<file path="src/rtl/cpu_2432_xmem_bridge_if.sv">
// CPU data-port bundle between cpu_2432 and its external-memory bridge.
// The bridge takes the slave side: it receives the CPU's address, write data,
// read strobe and byte-lane write enables, and it returns read data and the
// pipeline clock enable.
interface cpu_2432_xmem_bridge_if;
    logic [23:0] i_daddr;
    logic [31:0] i_dout;
    logic        i_ram_rd;
    logic [3:0]  i_ram_wr;
    logic [31:0] o_din;
    logic        o_clk_en;

    modport master (
        output i_daddr, i_dout, i_ram_rd, i_ram_wr,
        input  o_din, o_clk_en
    );

    modport slave (
        input  i_daddr, i_dout, i_ram_rd, i_ram_wr,
        output o_din, o_clk_en
    );
endinterface

</file>
<file path="src/rtl/cpu_2432_xmem_bridge.sv">
// cpu_2432_xmem_bridge: turns one 32-bit CPU data access into a series of byte
// cycles (SETUP, STROBE x (WAIT_STATES+1), HOLD) on an asynchronous 8-bit
// SRAM. The CPU is stalled through o_clk_en until the DONE cycle.
// Optional feature: define XMEM_RD_BYPASS_EN to keep a one-word last-read
// buffer so that a repeated read of the same word skips the external cycles.
module cpu_2432_xmem_bridge #(
    parameter int WAIT_STATES = 1,   // 0..15
    parameter int XADDR_W     = 24   // 2..24
) (
    input  logic                  i_clk,
    input  logic                  i_rstb,
    cpu_2432_xmem_bridge_if.slave cpu,
    output logic [XADDR_W-1:0]    o_xaddr,
    output logic [7:0]            o_xdata_out,
    input  logic [7:0]            i_xdata_in,
    output logic                  o_xdata_oe,
    output logic                  o_xce_b,
    output logic                  o_xoe_b,
    output logic                  o_xwe_b
);

    typedef enum logic [2:0] {
        ST_IDLE, ST_SETUP, ST_STROBE, ST_HOLD, ST_DONE
    } state_t;

    state_t               r_state, w_state_next;
    logic [XADDR_W-3:0]   r_word;
    logic [31:0]          r_wdata;
    logic [3:0]           r_mask;      // lanes still to be visited
    logic                 r_is_wr;
    logic [1:0]           r_lane;
    logic [3:0]           r_wait;
    logic [31:0]          r_asm;       // read assembly register
    logic [31:0]          r_din;
    logic                 r_xce_b, r_xoe_b, r_xwe_b, r_xdata_oe;

    logic                 w_wr_req, w_req, w_hit, w_clk_en;
    logic                 w_dir_next, w_busy_next;
    logic [3:0]           w_mask_in;
    logic [1:0]           w_first_in, w_first_rem;
    logic [XADDR_W-3:0]   w_word_in;
    logic                 w_unused_ok;

    // Lowest enabled lane of a mask; lanes are visited in ascending order.
    function automatic logic [1:0] first_lane(input logic [3:0] m);
        if (m[0])      return 2'd0;
        else if (m[1]) return 2'd1;
        else if (m[2]) return 2'd2;
        else           return 2'd3;
    endfunction

    // A write wins when read and write are presented together.
    assign w_wr_req    = |cpu.i_ram_wr;
    assign w_req       = cpu.i_ram_rd | w_wr_req;
    assign w_mask_in   = w_wr_req ? cpu.i_ram_wr : 4'b1111;
    assign w_word_in   = cpu.i_daddr[XADDR_W-1:2];
    assign w_first_in  = first_lane(w_mask_in);
    assign w_first_rem = first_lane(r_mask);
    assign w_unused_ok = ^cpu.i_daddr[1:0];

`ifdef XMEM_RD_BYPASS_EN
    logic [31:0]        r_buf;
    logic [XADDR_W-3:0] r_tag;
    logic               r_valid;

    assign w_hit = r_valid & cpu.i_ram_rd & ~w_wr_req & (w_word_in == r_tag);

    // Last-read buffer: filled by each completed read, dropped by a write to its word.
    always_ff @(posedge i_clk or negedge i_rstb) begin
        if (!i_rstb) begin
            r_buf   <= '0;
            r_tag   <= '0;
            r_valid <= 1'b0;
        end else if (r_state == ST_DONE && !r_is_wr) begin
            r_buf   <= r_asm;
            r_tag   <= r_word;
            r_valid <= 1'b1;
        end else if (r_state == ST_IDLE && w_wr_req && w_word_in == r_tag) begin
            r_valid <= 1'b0;
        end
    end
`else
    assign w_hit = 1'b0;
`endif

    // State register.
    always_ff @(posedge i_clk or negedge i_rstb) begin
        if (!i_rstb) r_state <= ST_IDLE;
        else         r_state <= w_state_next;
    end

    // Next-state and CPU clock-enable decode.
    always_comb begin
        w_state_next = r_state;
        w_clk_en     = 1'b0;
        case (r_state)
            ST_IDLE: begin
                w_clk_en = ~w_req;
                if (w_req) w_state_next = w_hit ? ST_DONE : ST_SETUP;
            end
            ST_SETUP:  w_state_next = ST_STROBE;
            ST_STROBE: if (r_wait == 4'd0) w_state_next = ST_HOLD;
            ST_HOLD:   w_state_next = (|r_mask) ? ST_SETUP : ST_DONE;
            ST_DONE: begin
                w_clk_en     = 1'b1;
                w_state_next = ST_IDLE;
            end
            default:   w_state_next = ST_IDLE;
        endcase
    end

    // Direction of the cycle about to start: taken from the request while idle.
    assign w_dir_next  = (r_state == ST_IDLE) ? w_wr_req : r_is_wr;
    assign w_busy_next = (w_state_next == ST_SETUP) || (w_state_next == ST_STROBE) ||
                         (w_state_next == ST_HOLD);

    // SRAM control pins registered from the next state so they are glitch-free.
    always_ff @(posedge i_clk or negedge i_rstb) begin
        if (!i_rstb) begin
            r_xce_b    <= 1'b1;
            r_xoe_b    <= 1'b1;
            r_xwe_b    <= 1'b1;
            r_xdata_oe <= 1'b0;
        end else begin
            r_xce_b    <= ~w_busy_next;
            r_xoe_b    <= ~((w_state_next == ST_STROBE) && !w_dir_next);
            r_xwe_b    <= ~((w_state_next == ST_STROBE) && w_dir_next);
            r_xdata_oe <= w_busy_next && w_dir_next;
        end
    end

    // Request latching, lane sequencing, wait counting and read assembly.
    always_ff @(posedge i_clk or negedge i_rstb) begin
        if (!i_rstb) begin
            r_word  <= '0;
            r_wdata <= '0;
            r_mask  <= '0;
            r_is_wr <= 1'b0;
            r_lane  <= '0;
            r_wait  <= '0;
            r_asm   <= '0;
            r_din   <= '0;
        end else begin
            case (r_state)
                ST_IDLE: if (w_req) begin
                    r_word  <= w_word_in;
                    r_wdata <= cpu.i_dout;
                    r_is_wr <= w_wr_req;
                    r_lane  <= w_first_in;
                    r_mask  <= w_mask_in & ~(4'b0001 << w_first_in);
`ifdef XMEM_RD_BYPASS_EN
                    if (w_hit) r_asm <= r_buf;
`endif
                end
                ST_SETUP: r_wait <= 4'(WAIT_STATES);
                ST_STROBE: begin
                    if (r_wait != 4'd0)  r_wait <= r_wait - 4'd1;
                    else if (!r_is_wr)   r_asm[{r_lane, 3'b000} +: 8] <= i_xdata_in;
                end
                ST_HOLD: if (|r_mask) begin
                    r_lane <= w_first_rem;
                    r_mask <= r_mask & ~(4'b0001 << w_first_rem);
                end
                ST_DONE: if (!r_is_wr) r_din <= r_asm;
                default: ;
            endcase
        end
    end

    assign o_xaddr      = {r_word, r_lane};
    assign o_xdata_out  = r_wdata[{r_lane, 3'b000} +: 8];
    assign o_xdata_oe   = r_xdata_oe;
    assign o_xce_b      = r_xce_b;
    assign o_xoe_b      = r_xoe_b;
    assign o_xwe_b      = r_xwe_b;
    assign cpu.o_din    = r_din;
    assign cpu.o_clk_en = w_clk_en;

endmodule

</file>
<file path="src/flat_wrapper.sv">
// flat-port wrapper written by rule: the top's interface ports become plain ports
module cpu_2432_xmem_bridge_flat 
#(
    parameter int WAIT_STATES = 1,           
    parameter int XADDR_W     = 24           
)
  (i_clk, i_rstb, o_xaddr, o_xdata_out, i_xdata_in, o_xdata_oe, o_xce_b, o_xoe_b, o_xwe_b, cpu_i_daddr, cpu_i_dout, cpu_i_ram_rd, cpu_i_ram_wr, cpu_o_din, cpu_o_clk_en);
  cpu_2432_xmem_bridge_if cpu_i ();
  input  logic i_clk;
  input  logic i_rstb;
  output logic [XADDR_W-1:0] o_xaddr;
  output logic [7:0] o_xdata_out;
  input  logic [7:0] i_xdata_in;
  output logic o_xdata_oe;
  output logic o_xce_b;
  output logic o_xoe_b;
  output logic o_xwe_b;
  input wire logic [$bits(cpu_i.i_daddr)-1:0] cpu_i_daddr;
  input wire logic [$bits(cpu_i.i_dout)-1:0] cpu_i_dout;
  input wire logic [$bits(cpu_i.i_ram_rd)-1:0] cpu_i_ram_rd;
  input wire logic [$bits(cpu_i.i_ram_wr)-1:0] cpu_i_ram_wr;
  output wire logic [$bits(cpu_i.o_din)-1:0] cpu_o_din;
  output wire logic [$bits(cpu_i.o_clk_en)-1:0] cpu_o_clk_en;
  assign cpu_i.i_daddr = cpu_i_daddr;
  assign cpu_i.i_dout = cpu_i_dout;
  assign cpu_i.i_ram_rd = cpu_i_ram_rd;
  assign cpu_i.i_ram_wr = cpu_i_ram_wr;
  assign cpu_o_din = cpu_i.o_din;
  assign cpu_o_clk_en = cpu_i.o_clk_en;
  cpu_2432_xmem_bridge #(.WAIT_STATES(WAIT_STATES), .XADDR_W(XADDR_W)) u_core (.i_clk(i_clk), .i_rstb(i_rstb), .cpu(cpu_i), .o_xaddr(o_xaddr), .o_xdata_out(o_xdata_out), .i_xdata_in(i_xdata_in), .o_xdata_oe(o_xdata_oe), .o_xce_b(o_xce_b), .o_xoe_b(o_xoe_b), .o_xwe_b(o_xwe_b));
endmodule
</file>
<file path="config.mk">
export PLATFORM = sky130hd
export DESIGN_NAME = cpu_2432_xmem_bridge_flat
export DESIGN_NICKNAME = d
export VERILOG_FILES = /design/src/rtl/cpu_2432_xmem_bridge_if.sv /design/src/rtl/cpu_2432_xmem_bridge.sv /design/src/flat_wrapper.sv
export SDC_FILE = /design/constraint.sdc
export NUM_CORES = 1
export LEC_CHECK = 0
export CAP_MARGIN = 20
export CORE_MARGIN = 3
export CORE_UTILIZATION = 46
export DETAILED_ROUTE_END_ITERATION = 10
export PLACE_DENSITY = 0.87
export SYNTH_ARGS = -nofsm -noshare
export SYNTH_HDL_FRONTEND = slang
export SYNTH_SLANG_ARGS = --single-unit
</file>
<file path="constraint.sdc">
create_clock -name i_clk -period 2.74 [get_ports i_clk]
set_input_delay 0.411 -clock i_clk [delete_from_list [all_inputs] [get_ports i_clk]]
set_output_delay 0.411 -clock i_clk [all_outputs]
set_load 0.01 [all_outputs]
</file>
# Word-level counts from Yosys, hierarchy flattened

Index checks and enable logic that the tools add are counted.

Register bits: 136
Output and inout bits: 69
Bits of input ports: 71
Logic and storage cells: 81

Reductions and logical operators: 18
Muxes and demuxes: 22
Shift-type cells: 5
$add $sub $neg: 2
Bitwise logic cells: 11
Eq/ne operators: 10

Operators with widths:

| kind                     | number |
|---|---|
| $bwmux W32               | 1 |
| $shift A8 B7 Y32 const A | 1 |
| $shiftx A32 B6 Y8        | 1 |
| $shiftx A8 B7 Y32        | 1 |
| $mux W4                  | 4 |
| $pmux W4 S2              | 2 |
| $eq A3 B2 Y1 const B     | 4 |
| $mux W2                  | 6 |
| $pmux W3 S4              | 1 |
| $mux W3                  | 3 |
| $and A4 B4 Y4            | 2 |
| $not A4 Y4               | 2 |
| $reduce_or A4 Y1         | 2 |
| $shl A1 B2 Y4 const A    | 2 |
| $neg A5 Y7               | 1 |
| $eq A3 B1 Y1 const B     | 2 |
| $ne A2 B1 Y1 const B     | 3 |
| $not A1 Y1               | 6 |
| $reduce_and A2 Y1        | 3 |
| $reduce_and A3 Y1        | 2 |
| $logic_not A4 Y1         | 1 |
| $pmux W2 S2              | 1 |
| $reduce_bool A2 Y1       | 2 |
| $reduce_bool A4 Y1       | 1 |
| 9 further kinds          | 14 |

# Depth between registers and ports, before layout

Gate-level depths: netlist of the first run.

Depth in word-level cells: 10
Mapped depth: 7
Gate-level depth less buffers: 6

# Least setup slack after synthesis of the first run

OpenSTA, ideal clock, no wires.

Path type: reg-to-reg
Start: register u_core.r_lane[1]
End: register u_core.r_asm[16]
Library setup time: 0.084 ns
Required time: 2.656 ns
Stages on the path, launching flop included: 8
Path slack: 0.665 ns
Data arrival time: 1.991 ns
Path buffers: 1
Clock period less this slack: 2.075 ns
Cells stage by stage: dfrtp_1 clkbuf_1 inv_1 ha_1 inv_1 nor3_1 nand2_1 o21ai_0

Longest elaborated chain between the ends: 3
Elaborated cells between the ends (all ways): 4
Classes of those cells: add/sub (1); shift (2); mux (1)

RTL lines:

| item                                                  | RTL line                    | RTL |
|---|---|---|
| from (decl)                                           | cpu_2432_xmem_bridge.sv:31  | `logic [1:0] r_lane;` |
| from (signal assigned)                                | cpu_2432_xmem_bridge.sv:149 | `r_lane <= w_first_in;` |
| from (signal assigned)                                | cpu_2432_xmem_bridge.sv:161 | `r_lane <= w_first_rem;` |
| $neg A5 Y7 (*)                                        | cpu_2432_xmem_bridge.sv:158 | `else if (!r_is_wr) r_asm[{r_lane, 3'b000} +: 8] <= i_xdata_in;` |
| $shiftx A8 B7 Y32 or $shift A8 B7 Y32 (tied branches) | cpu_2432_xmem_bridge.sv:158 |  |
| $bwmux W32 (*)                                        | cpu_2432_xmem_bridge.sv:158 |  |
| to (signal, indexed assignment)                       | cpu_2432_xmem_bridge.sv:158 |  |
| to (decl)                                             | cpu_2432_xmem_bridge.sv:33  | `logic [31:0] r_asm;` |

Mark *: on every way between the ends. The rest lies on a longest branch, timed or not.
A chain may end at the register's enable or synchronous reset.

# Worst setup path after layout of the first run

Start: register u_core.r_lane[0]
End: output o_xdata_out[4]

Longest elaborated chain between the ends: 1

RTL lines:

| item              | RTL line                    | RTL |
|---|---|---|
| $shiftx A32 B6 Y8 | cpu_2432_xmem_bridge.sv:171 | `assign o_xdata_out = r_wdata[{r_lane, 3'b000} +: 8];` |
| to (decl)         | flat_wrapper.sv:12          | `output logic [7:0] o_xdata_out;` |

No other way between the ends.

==> key figures, run 1 <==
Finish
  – Fillers: a little under 900
  – Synth-to-layout area growth: 38.1%
  – Diodes inserted: 0
  – Final Core Density: 65.3%
  – Final nets: approximately 770
  – Layout cells sized above 1: between 10 and 15%

Clock tree
  – Max H-tree Level: 4
  – Maximum buffer depth of the clock tree: 2
  – CTS Root Cell: clkbuf_16
  – Skew-Pair Late Insertion Delay: 0.41 ns
  – CTS clock-pin slew for the worst setup and hold paths: 0.06 ns
  – Clock tree sinks: 136
  – CTS tree: built
  – CTS Buf Count: 17

Worst setup path
  – Crit-path max FO: 10
  – CP arrival: 2.07 ns
  – Crit Path Class: reg -> out
  – Worst setup EP type: primary output
  – Critical Path RT: 2.33 ns
  – Crit path launch type: register

Floorplan
  – # rows: 40
  – # IOs: 140
  – Starting Density: around 47%
  – Core ar.: 12,100 sq um
  – Full die area: 13,800 sq um
  – Die X: 117 um
  – Die Ht: 117 um

Outcome
  – Status: finished clean

Synth
  – Top_reg_cell synth: dfrtp_1
  – Post-Synthesis Cells: 541
  – Seq cells post-synth: ~140
  – Post-synth ARST share: 100%
  – Post-synth top cells: nand2_1, dfrtp_1, mux2_2, o21ai_0, nor2_1
  – Area contributors post-synth: dfrtp_1, nand2_1, mux2_2
  – Synth warn: 0
  – Mean area per synthesized cell: 10.5 sq um
  – Post-synth EDFFs: 0
  – Synthesized area: 5710 sq um
  – Synth top area share: between 50 and 60%
  – Area leader, netlist: dfrtp_1
  – Sequential fraction of the synthesis area: 59.7%
  – Post-synthesis cell type count: 43
  – Post-Syn Nets: 619
  – Most numerous cell in the Yosys netlist: nand2_1

STA
  – Rel. slew slack: 50.1%
  – Final period utilization: 90.7%
  – Final Slew Violations: 0
  – Final hold vios: 0
  – RSZ-0062 raised after global routing: false
  – Setup TNS: 0 ns
  – Final Skew: 0.00463 ns
  – Final Setup Violations: 0
  – Fin crit period: 2.49 ns
  – Worst-margin pin slew: between 0.7 and 0.8 ns
  – Fmax: 0.402 GHz
  – Worst hold margin: 0.0572 ns

Power and ir drop
  – Maximum vdd drop: 620 uV
  – Leakage: 3.70 nW
  – Pwr per Cell Area: 1050 nW/um^2

Run
  – Max Cap Viol: 0

Place
  – IO buf count: about 140
  – Placer Congestion: 0.783
  – HPWL Detailed: between 9 and 10 mm

Routing
  – Drt pass-1 iters: 5
  – Final wirelength: 13.3 mm
  – Total number of vias: between 4k and 5k
  – DR DRC count: 0
  – Drt first-iter violations: about 270
  – Avg WL per Cell: 15.3 um
  – Via density: roughly 5.1
  – Antenna Nets Post-Route: 0

GRT
  – Largest net degree at the start of global routing: 65
  – Initial antenna violation count: 0
  – GRT Util Overall: 20.2%
  – Gr ovfl total: 0
  – Vias in the first global route: 4,559
  – First-pass GRT wire length: 22.5 mm

Worst hold path
  – Hold Path Class: in -> async
[cells by family after synthesis]
kind of cell / synth area share, %
adders and majority gates: 1.54
DFF: 59.7
AOI/OAI and AO/OA: 4.91
and+or+nand+nor: 19.9
buffers and inverters: 3.25
xor gates and xnor gates: 0.614
muxes: 10.0
[state kept, by name (all words and copies together), names as in the netlist]
| name | flops |
|---|---|
| u_core.r_wait | 4 |
| u_core.r_lane | 2 |
| u_core.r_state | 3 |
| u_core.r_is_wr | 1 |
| u_core.o_xce_b | 1 |
| u_core.r_wdata | 32 |
| u_core.o_xwe_b | 1 |
| u_core.r_word | 22 |
| u_core.o_xoe_b | 1 |
| u_core.r_mask | 4 |
| u_core.cpu.o_din | 32 |
| u_core.r_asm | 32 |
| u_core.o_xdata_oe | 1 |
[path summary, 6_finish.rpt]
path / to / slack (ns) / cells past startpoint / startpoint
setup / recovery: o_xdata_out[4] / 0.25 / 2 / u_core.r_lane[0]$_DFFE_PN0P_
hold / removal: u_core.r_wait[1]$_DFFE_PN0P_ / 0.06 / 1 / i_rstb
setup reg to reg: u_core.r_asm[21]$_DFFE_PN0P_ / 0.41 / 6 / u_core.r_wait[0]$_DFFE_PN0P_
hold reg to reg: u_core.r_wdata[0]$_DFFE_PN0P_ / 0.47 / 2 / u_core.r_wdata[0]$_DFFE_PN0P_
max in group asynchronous: u_core.r_word[14]$_DFFE_PN0P_ / 1.91 / 2 / i_rstb
min in group i_clk: u_core.r_wdata[0]$_DFFE_PN0P_ / 0.47 / 2 / u_core.r_wdata[0]$_DFFE_PN0P_
[final cells by class]
| cell class | instances | area (sq um) | area share (%) |
|---|---|---|---|
| Tap cell | 168 | 210 | 2.67 |
| Clock inverter | 12 | 130 | 1.65 |
| Inverter | 6 | 22.5 | 0.286 |
| Clock buffer | 18 | 439 | 5.57 |
| Timing Repair Buffer | 156 | 1540 | 19.5 |
| Multi-Input combinational cell | 374 | 2130 | 27.0 |
| Sequential cell | 136 | 3410 | 43.3 |
[metrics by stage]
step / cells / setup slack (ns) / cell area (sq um) / total power [mW]
after floorplan: 541 / 0.665 / 5710 / 4.85
after global placement: 840 / 0.100 / 7310 / 5.98
after detailed placement: 840 / 0.112 / 7310 / 6.15
after CTS: 870 / 0.000277 / 7880 / 8.38
after global routing: 870 / 0.154 / 7880 / 8.84
final: 870 / 0.255 / 7880 / 8.30
[critical path, cell delays in order, from the launching register on]
cell and delay, ns:
dfrtp_2 0.57, mux4_2 0.58, clkdlybuf4s50_1 0.50
[repair_timing]
action,CTS,global route
setup buffers,0,0
endpoints found under the setup margin,0,9
hold buffers,0,0
gates resized for setup,0,2
[report_power, final]
| part | switching, mW | internal, mW |
|---|---|---|
| combinational | 1.56 | 1.52 |
| sequential | 0.429 | 2.62 |
| clock | 0.822 | 1.34 |
[layer usage]
layer  part of all wire [%]  GRT usage (%)  wire (um)  vias up
li1                       -              -          -     2082
met2                     51           33.1       6750      170
met4                    1.5           7.33        195        0
met3                    6.8           6.22        903       21
met1                     41           25.5       5480     2176
met5                      0              0          0        -
[cell usage in the layout (no fill, tap or decap), drive strengths merged, types with 3 or more instances in the layout]
| cell | synthesis | layout |
|---|---|---|
| clkinvlp | 0 | 8 |
| a21oi | 4 | 4 |
| mux2 | 34 | 34 |
| clkdlybuf4s50 | 0 | 135 |
| nand4 | 4 | 4 |
| inv | 6 | 6 |
| nor2 | 12 | 12 |
| nand2 | 227 | 227 |
| nor3 | 8 | 8 |
| mux4 | 8 | 8 |
| buf | 18 | 20 |
| dfrtp | 133 | 133 |
| nor3b | 4 | 4 |
| ha | 7 | 7 |
| dfstp | 3 | 3 |
| clkbuf | 7 | 18 |
| o21ai | 36 | 36 |
| o22ai | 3 | 3 |
No activity file was read; power rests on OpenSTA's default activity.
==> run 2, diff against run 1 <==
CORE_MARGIN = not set   (was 3)
==> run 2 against run 1 <==
Effect of this change: cell count is 0.57% higher; core utilization rose by 0.65 points; register-to-register slack better by 0.06 ns; highest routed layer unchanged; critical endpoint is now o_xdata_out[1].
==> key figures, run 2 (synthesis results as in run 1) <==
Outcome
  – Status: finished clean

Clock tree
  – Maximum buffer depth of the clock tree: 2 (unchanged)
  – Clock tree sinks: 136 (unchanged)
  – CTS clock-pin slew for the worst setup and hold paths: 0.06 ns (about the same)
  – Skew-Pair Late Insertion Delay: 0.41 ns (about the same)
  – CTS Root Cell: clkbuf_16
  – CTS Buf Count: 17 (unchanged)
  – Setup Buffers After CTS: 0 (unchanged)
  – CTS tree: built
  – Max H-tree Level: 4 (unchanged)

Finish
  – Layout cells sized above 1: 15.0% (+0.32 points)
  – Synth-to-layout area growth: 39.5%
  – Register area: 3410 sq um (unchanged)
  – Final nets: 773 (+0.52%)
  – Fillers: 876 (-1.9%)
  – Footprint of the multi-input gates: 2130 sq um (unchanged)
  – Commonest non-fill, non-tap cell in the layout: nand2_1
  – Non-Filler Instances: 875 (+0.57%)
  – Diodes inserted: 0 (unchanged)
  – Most frequent cells in the layout: nand2_1, clkdlybuf4s50_1, dfrtp_1

STA
  – Final Slew Violations: 0 (unchanged)
  – Worst-margin pin slew: 0.638 ns (-0.111 ns)
  – Final period utilization: 90.6% (-0.12 points)
  – Fin crit period: 2.48 ns (-0.00333 ns)
  – Final Skew: 0.00922 ns (+0.00459 ns)
  – Fmax: 0.403 GHz (+0.13%)
  – Final Setup Violations: 0 (unchanged)
  – RSZ-0062 raised after global routing: false
  – Final hold vios: 0 (unchanged)
  – Rel. slew slack: 57.4% (+7.3 points)
  – Setup TNS: 0 ns (unchanged)

GRT
  – Grt met2 use: 37.8% (+4.7 points)
  – Met3 Track Usage GR: 6.00% (-0.22 points)
  – Top Usage Layer GRT: met2
  – Gr ovfl total: 0 (unchanged)
  – Largest net degree at the start of global routing: 84 (+29%)
  – Vias in the first global route: 4,686 (+2.8%)
  – GRT Util Overall: 22.3% (+2.1 points)
  – First-pass GRT wire length: 22.1 mm (-1.7%)
  – Initial antenna violation count: 0 (unchanged)
  – Met1 Use GR: 26.9% (+1.3 points)

Routing
  – DR DRC count: 0 (unchanged)
  – Drt first-iter violations: 260 (-3.0%)
  – Total number of vias: 4,420 (-0.65%)
  – Final wirelength: 13.2 mm (-1.1%)
  – Via density: 5.05 (-1.2%)
  – Antenna Nets Post-Route: 0 (unchanged)
  – Avg WL per Cell: 15.1 um (-1.6%)
  – Drt pass-1 iters: 4 (-1)

Floorplan
  – Die X: 113 um (-3.4%)
  – # IOs: 140 (unchanged)
  – Full die area: 12,900 sq um (-6.7%)
  – # rows: 40 (unchanged)
  – Core ar.: 12,100 sq um (unchanged)
  – Starting Density: 47.3% (unchanged)
  – Die Ht: 113 um (-3.4%)

Worst setup path
  – Crit Path Class: reg -> out
  – Crit-path max FO: 11 (+1)
  – R2R cell count: 7 (+1)
  – Worst path max stage delay: 0.58 ns (about the same)
  – Worst path depth: 2 (unchanged)
  – Critical Path RT: 2.33 ns (about the same)
  – R2R Path Start: u_core.r_wait[0]$_DFFE_PN0P_
  – WP buf/inv: 1 (unchanged)
  – CP endpoint: o_xdata_out[1]
  – CP startpoint: u_core.r_lane[0]$_DFFE_PN0P_
  – Crit path launch type: register
  – Kind of cell adding the most delay to the critical path: flip-flops
  – Reg-to-Reg End: u_core.r_asm[28]$_DFFE_PN0P_
  – Worst setup EP type: primary output
  – Reg2reg setup slack: 0.47 ns (+0.06 ns)
  – Slowest CP cell: dfrtp_2
  – CP arrival: 2.07 ns (about the same)
  – CP cell instances: mux4_2 -> clkdlybuf4s50_1

Power and ir drop
  – Leakage: 3.76 nW (+1.6%)
  – Maximum vdd drop: 662 uV (+6.8%)
  – Pwr per Cell Area: 1070 nW/um^2 (+1.8%)

Place
  – Inst Count DP: 843 (+0.36%)
  – HPWL Detailed: 9.33 mm (-0.69%)
  – IO buf count: 137 (unchanged)
  – Placer Congestion: 0.804 (+2.6%)

Worst hold path
  – Hold Path Class: reg -> reg

Run
  – Max Cap Viol: 0 (unchanged)
-- run 2: repair_timing --
action,CTS,global route
resized for setup,1,1
setup endpoints to repair,1,1
hold endpoints to repair,52,0
hold buffers,1,0
-- run 2: report_power, final --
group          internal (mW)  switching [mW]
clock network           1.50           0.835
logic                   1.57            1.58
registers               2.62           0.436
-- run 2: layout make-up --
type	count	share of cell area (%)
inverter	6	0.283
clock buffer	21	5.91
clock inverter	10	1.78
tap	168	2.64
timing repair buffer	160	19.8
sequential	136	42.8
multi-input combinational	374	26.8
-- run 2: how the worst min path moves through the flow --
stage / cells after the start / endpoint / slack [ns] / from
global placement: 1 / u_core.r_state[2]$_DFF_PN0_ / 0.38 / i_rstb
detailed placement: 1 / u_core.r_is_wr$_DFFE_PN0P_ / 0.40 / i_rstb
CTS: 2 / u_core.r_wdata[31]$_DFFE_PN0P_ / 0.47 / u_core.r_wdata[31]$_DFFE_PN0P_
global route: 2 / u_core.r_wdata[20]$_DFFE_PN0P_ / 0.49 / u_core.r_wdata[20]$_DFFE_PN0P_
finish: 2 / u_core.r_wdata[7]$_DFFE_PN0P_ / 0.47 / u_core.r_wdata[7]$_DFFE_PN0P_
floorplan: 0 / u_core.cpu.o_din[0]$_DFFE_PN0P_ / 0.12 / i_rstb
-- run 2: worst register-to-register path, cell delays in order (launching register included) --
cell     delay (ns)
dfrtp_1        0.41
inv_1          0.11
ha_1           0.16
nor3b_1        0.53
nand4_1        0.46
buf_4          0.31
nand2_1        0.07
o21ai_0        0.09
-- run 2: per-layer routing --
layer	part of all wire, %	up-vias	wire, um
met2	50	175	6540
met3	6.4	29	847
met5	0	-	0
met1	42	2126	5530
li1	-	2090	-
met4	2.1	0	278
-- run 2: per-stage QoR --
step	hold WS, ns	setup WS (ns)	area [sq um]	util [%]	total power, mW
after floorplan	0.115	0.665	5710	-	4.85
after global placement	0.380	0.108	7330	60.8	6.03
after detailed placement	0.403	0.0752	7330	60.8	6.22
after CTS	0.474	0.0750	7960	66.0	8.58
after global routing	0.491	0.155	7960	66.0	9.05
final	0.472	0.258	7960	66.0	8.53
